`src/rtl/seg7_scan_driver.sv`:
```
// rtl/seg7_scan_driver.sv - time-multiplexed N-digit hex 7-segment scan driver
module seg7_scan_driver #(
    parameter int N_DIGITS = 4,
    parameter int SCAN_DIV = 1000,
    parameter int CNT_W    = 16
) (
    input  logic                  clk,
    input  logic                  rst,
    input  logic                  en,
    input  logic [4*N_DIGITS-1:0] value,
    input  logic [N_DIGITS-1:0]   dp_in,
    input  logic                  blank_lz,
    output logic [7:0]            seg,
    output logic [N_DIGITS-1:0]   an,
    output logic                  frame_done
);

    localparam int IDX_W = (N_DIGITS > 1) ? $clog2(N_DIGITS) : 1;
    localparam logic [CNT_W-1:0] LAST_CNT = CNT_W'(SCAN_DIV - 1);
    localparam logic [IDX_W-1:0] LAST_IDX = IDX_W'(N_DIGITS - 1);

    logic [CNT_W-1:0]      cnt_q, cnt_d;
    logic [IDX_W-1:0]      idx_q, idx_d;
    logic [4*N_DIGITS-1:0] shadow_val_q, shadow_val_d;
    logic [N_DIGITS-1:0]   shadow_dp_q, shadow_dp_d;
    logic                  first_q, first_d;
    logic [7:0]            seg_q, seg_d;
    logic [N_DIGITS-1:0]   an_q, an_d;
    logic                  fd_q, fd_d;

    logic [4*N_DIGITS-1:0] src_val;
    logic [N_DIGITS-1:0]   src_dp;
    logic [3:0]            digit;
    logic                  dp_bit;
    logic                  upper_nz;
    logic                  blank;
    logic                  tick;
    logic                  wrap;

    function automatic logic [6:0] decode(input logic [3:0] h);
        case (h)
            4'h0: decode = 7'b0000001;
            4'h1: decode = 7'b1001111;
            4'h2: decode = 7'b0010010;
            4'h3: decode = 7'b0000110;
            4'h4: decode = 7'b1001100;
            4'h5: decode = 7'b0100100;
            4'h6: decode = 7'b0100000;
            4'h7: decode = 7'b0001111;
            4'h8: decode = 7'b0000000;
            4'h9: decode = 7'b0000100;
            4'hA: decode = 7'b0001000;
            4'hB: decode = 7'b1100000;
            4'hC: decode = 7'b0110001;
            4'hD: decode = 7'b1000010;
            4'hE: decode = 7'b0110000;
            default: decode = 7'b0111000;
        endcase
    endfunction

    always_comb begin
        cnt_d        = cnt_q;
        idx_d        = idx_q;
        shadow_val_d = shadow_val_q;
        shadow_dp_d  = shadow_dp_q;
        first_d      = first_q;
        seg_d        = 8'hFF;
        an_d         = '1;
        fd_d         = 1'b0;
        // The first enabled cycle after reset decodes straight from the inputs
        // so the very first slot already shows the frame being captured.
        src_val      = first_q ? value : shadow_val_q;
        src_dp       = first_q ? dp_in : shadow_dp_q;
        digit        = 4'h0;
        dp_bit       = 1'b0;
        upper_nz     = 1'b0;
        for (int i = 0; i < N_DIGITS; i++) begin
            if (IDX_W'(i) == idx_q) begin
                digit  = src_val[4*i +: 4];
                dp_bit = src_dp[i];
            end
            if (IDX_W'(i) >= idx_q && src_val[4*i +: 4] != 4'h0) begin
                upper_nz = 1'b1;
            end
        end
        blank = blank_lz && (idx_q != '0) && !upper_nz;
        tick  = (cnt_q == LAST_CNT);
        wrap  = tick && (idx_q == LAST_IDX);

        if (en) begin
            an_d  = ~(N_DIGITS'(1) << idx_q);
            seg_d = {blank ? 7'h7F : decode(digit), ~dp_bit};
            fd_d  = wrap;
            cnt_d = tick ? '0 : cnt_q + CNT_W'(1);
            if (tick) begin
                idx_d = (idx_q == LAST_IDX) ? '0 : idx_q + IDX_W'(1);
            end
            if (first_q || wrap) begin
                shadow_val_d = value;
                shadow_dp_d  = dp_in;
            end
            first_d = 1'b0;
        end
    end

    always_ff @(posedge clk) begin
        if (rst) begin
            cnt_q        <= '0;
            idx_q        <= '0;
            shadow_val_q <= '0;
            shadow_dp_q  <= '0;
            first_q      <= 1'b1;
            seg_q        <= 8'hFF;
            an_q         <= '1;
            fd_q         <= 1'b0;
        end else begin
            cnt_q        <= cnt_d;
            idx_q        <= idx_d;
            shadow_val_q <= shadow_val_d;
            shadow_dp_q  <= shadow_dp_d;
            first_q      <= first_d;
            seg_q        <= seg_d;
            an_q         <= an_d;
            fd_q         <= fd_d;
        end
    end

    assign seg        = seg_q;
    assign an         = an_q;
    assign frame_done = fd_q;

endmodule
```
`config.mk`:
```
export PLATFORM = sky130hd
export DESIGN_NAME = seg7_scan_driver
export DESIGN_NICKNAME = d
export VERILOG_FILES = /design/src/rtl/seg7_scan_driver.sv
export SDC_FILE = /design/constraint.sdc
export NUM_CORES = 1
export LEC_CHECK = 0
export BUFFER_PORTS_ARGS = -buffer_cell sky130_fd_sc_hd__clkbuf_2
export CAP_MARGIN = 20
export CORE_MARGIN = 2
export CORE_UTILIZATION = 40
export CTS_CLUSTER_DIAMETER = 40
export DETAILED_ROUTE_END_ITERATION = 16
export SLEW_MARGIN = 20
export SYNTH_ARGS = -nofsm -noshare
export SYNTH_HDL_FRONTEND = slang
export SYNTH_SLANG_ARGS = --single-unit
```
`constraint.sdc`:
```
create_clock -name clk -period 6.35 [get_ports clk]
set_input_delay 1.27 -clock clk [delete_from_list [all_inputs] [get_ports clk]]
set_output_delay 1.27 -clock clk [all_outputs]
set_load 0.05 [all_outputs]
```
==> results.md <==
- GR Util met3: 3.52%
- Total Wirelength: 5420 um
- Final ANT Viol Nets: 0
- Cts hold-fix bufs: 0
- Sequential area share after synthesis: 38.4%
- Clk sinks: 52
- Initial DRT Pass Iterations: 4
- Post-CTS Setup Bufs: 0
- Clk_lat worst skew: 0.30 ns
- Syn Inst Count: 287
- Syn Area/Cell: 9.45 um2
- Pre-CTS setup slack: 2.86 ns
- Hold Vio Cnt, Final: 0
- Total grt overflow: 0
- First-pass GRT wire length: 9330 um
- FP Rows: 30
- Yosys reg bits: 52
- CTS Buf Count: 5
- Initial DRC count: 98
- Measured slew at the worst slew-check pin: 0.628 ns
- CTS tree: yes
- Via count: 2081
- P&R area growth vs syn: 11.3%
- Total die area: 7460 um2
- Synth cell types: 48
- Worst IR Drop VDD: 0.0817 mV
- CP delay by family, top: compound AO/OA/AOI/OAI gates
- Width of the die: 86.4 um
- Max-slew headroom: 58.1%
- Asr flop ratio synth: 0%
- Clk buf depth: 2
- Top cells by area, synth: dfxtp_1 (38%), mux2i_1 (11%), nor2_1 (6.8%), ha_1 (5.1%), mux2_2 (4.6%)
- Synth top area share: 38.4%
- Setup violators final: 0
- Cells resized by post-CTS repair: 0
- Logic pwr share: 16.3%
- Final min period: 3.20 ns
- Port bufs: 36
- Worst-path clk slew: 0.09 ns
- Cell taking the most area after synthesis: dfxtp_1
- Worst-path maximum fanout: 6
- Startpoint types: primary input
- Cell internal pwr: 0.504 mW
- Critical path endpoint category: register
- ANT cells: 0
- Seq pwr share: 50.7%
- Sw Ratio: 26.3%
- Slew Viols, Final: 0
- Final setup TNS: 0 ns
- RSZ-0062 raised after global routing: no
- Gr usage total: 15.4%
- I/O Pins: 37
- CP max stage delay: 0.39 ns
- Worst Hold Class: register to register
- Met1 GRT Util: 21.1%
- Final worst slack: 3.15 ns
- Syn Std Cell Area: 2710 um2
- Clock share of power: 33.0%
- Clock root cell: clkbuf_8
- DR WL/cell: 13.6 um
- Antenna violations before repair: 0
- WP data arrival: 3.40 ns
- Max frequency: 313 MHz
- Max Cap Viol: 0
- Most Crowded Layer GR: met2
- # DRC: 0
- Fill cell count: 662
- Layout net count: 353
- Period utilization: 50.4%
- Most frequent cell after synthesis: dfxtp_1
- Leakage: 1.26 nW
- HPWL after DPL: 3860 um
- Crit path max-delay cell type: a21oi_1
- YS warnings: 0
- Net switching power: 0.180 mW
- Die height: 86.4 um
- Starting Density: 40.6%
- Setup Skew: 0.00484 ns
- Status: finished clean
- Commonest cells post-synth: dfxtp_1 (52), nor2_1 (49), mux2i_1 (30), nand2_1 (23)
- Largest net degree at the start of global routing: 30
- Top_reg_cell synth: dfxtp_1
- GPL Wtd Cong: 0.849
- P per Cell Area: 226 nW/um2
- M2 GR Usage: 24.7%
- Post-Syn Nets: 322
- WP data required: 6.55 ns
- CP bufs+invs: 2
- Number of global-route vias before repair: 1978
- Crit path kind: primary input to register
- Max H-tree Level: 2
- Vias per cell: 5.22
- Layout cell share with drive strength beyond 1: 20.7%
- Overall Power: 0.683 mW
- Crit-path cells: clkbuf_2, mux2_2, a221oi_1, a211oi_1, a21oi_1, inv_1, ha_1, mux2_1, a221o_1
- Core ar.: 6680 um2
- Number of synthesized flops with an enable pin: 0
[layer usage]
layer / part of all wire [%] / vias up / routed length, um
met5: 0 / - / 0
met4: 1.1 / 0 / 61
met3: 3.6 / 5 / 195
met2: 43 / 31 / 2350
met1: 52 / 976 / 2810
li1: - / 1069 / -
[power by group through the flow]
| stage | Sequential, mW | Clock (mW) | Combinational [mW] |
|---|---|---|---|
| 2_1_floorplan | 0.367 | 0 | 0.0754 |
| 3_3_place_gp | 0.354 | 0 | 0.110 |
| 3_5_place_dp | 0.354 | 0 | 0.111 |
| 4_1_cts | 0.347 | 0.233 | 0.112 |
| 5_1_grt | 0.348 | 0.243 | 0.122 |
| 6_report | 0.346 | 0.226 | 0.111 |
[registers in the layout, indices dropped and copies added, names as in the netlist]
register,cells
shadow_dp_q,4
cnt_q,16
first_q,1
seg,8
frame_done,1
shadow_val_q,16
an,4
idx_q,2
[area by class of cell]
type                            instances  area [um2]  share of cell area (%)
Timing Repair Buffer                   38         195                    6.47
Clock buffer                            6        72.6                    2.40
Multi-Input combinational cell        213        1540                    51.2
Sequential cell                        52        1040                    34.5
Tap cell                               80         100                    3.32
Inverter                                8        30.0                   0.995
Clock inverter                          2        35.0                    1.16
[cells in the final DEF, fill, tap and decap left out, drive strengths merged, types with 3 or more instances in the layout]
master	count
dfxtp	52
nor2	49
clkbuf	42
mux2i	30
nand2	23
mux2	15
ha	11
xor2	9
nand4	8
inv	8
xnor2	7
nor4	6
a21oi	4
nand3	4
a221oi	4
o21ai	4
a211oi	3
nor2b	3
and3	3
nor3	3
a221o	3
[metrics by stage]
stage	instances	area [um2]	utilization, %	hold WS [ns]
detailed placement	391	2910	43.6	0.479
finish	399	3020	45.2	0.496
global placement	391	2910	43.6	0.467
CTS	399	3020	45.2	0.503
floorplan	287	2710	-	0.453
global route	399	3020	45.2	0.527
[worst min-delay path, delay by kind of cell, from the launching register on]
family           cells  cell delay (ns)
multiplexers         1             0.06
flip-flops           1             0.33
AND/OR/NAND/NOR      1             0.07
[kinds of logic (layout without fill, tap and decap cells)]
logic type                 count (synthesis)  count (layout)  synth area share, %
muxes                                     45              45                 17.6
DFF                                       52              52                 38.4
AOI/OAI and AO/OA                         32              32                 10.2
and+or+nand+nor                          109             109                 18.9
adders and majority gates                 11              11                 5.07
xor gates and xnor gates                  16              16                 5.17
buffers and inverters                     22              54                 4.70
[final timing paths]
| path | start | end | slack, ns | depth (start not counted) |
|---|---|---|---|---|
| worst max-delay path | value[1] | seg[1]$_SDFF_PP1_ | 3.15 | 9 |
| worst min-delay path | shadow_val_q[0]$_SDFFE_PP0P_ | shadow_val_q[0]$_SDFFE_PP0P_ | 0.50 | 2 |
| worst max register to register | idx_q[1]$_SDFFE_PP0P_ | seg[1]$_SDFF_PP1_ | 3.38 | 10 |
| worst min register to register | shadow_val_q[0]$_SDFFE_PP0P_ | shadow_val_q[0]$_SDFFE_PP0P_ | 0.50 | 2 |
(Power assumes the default switching activity.)
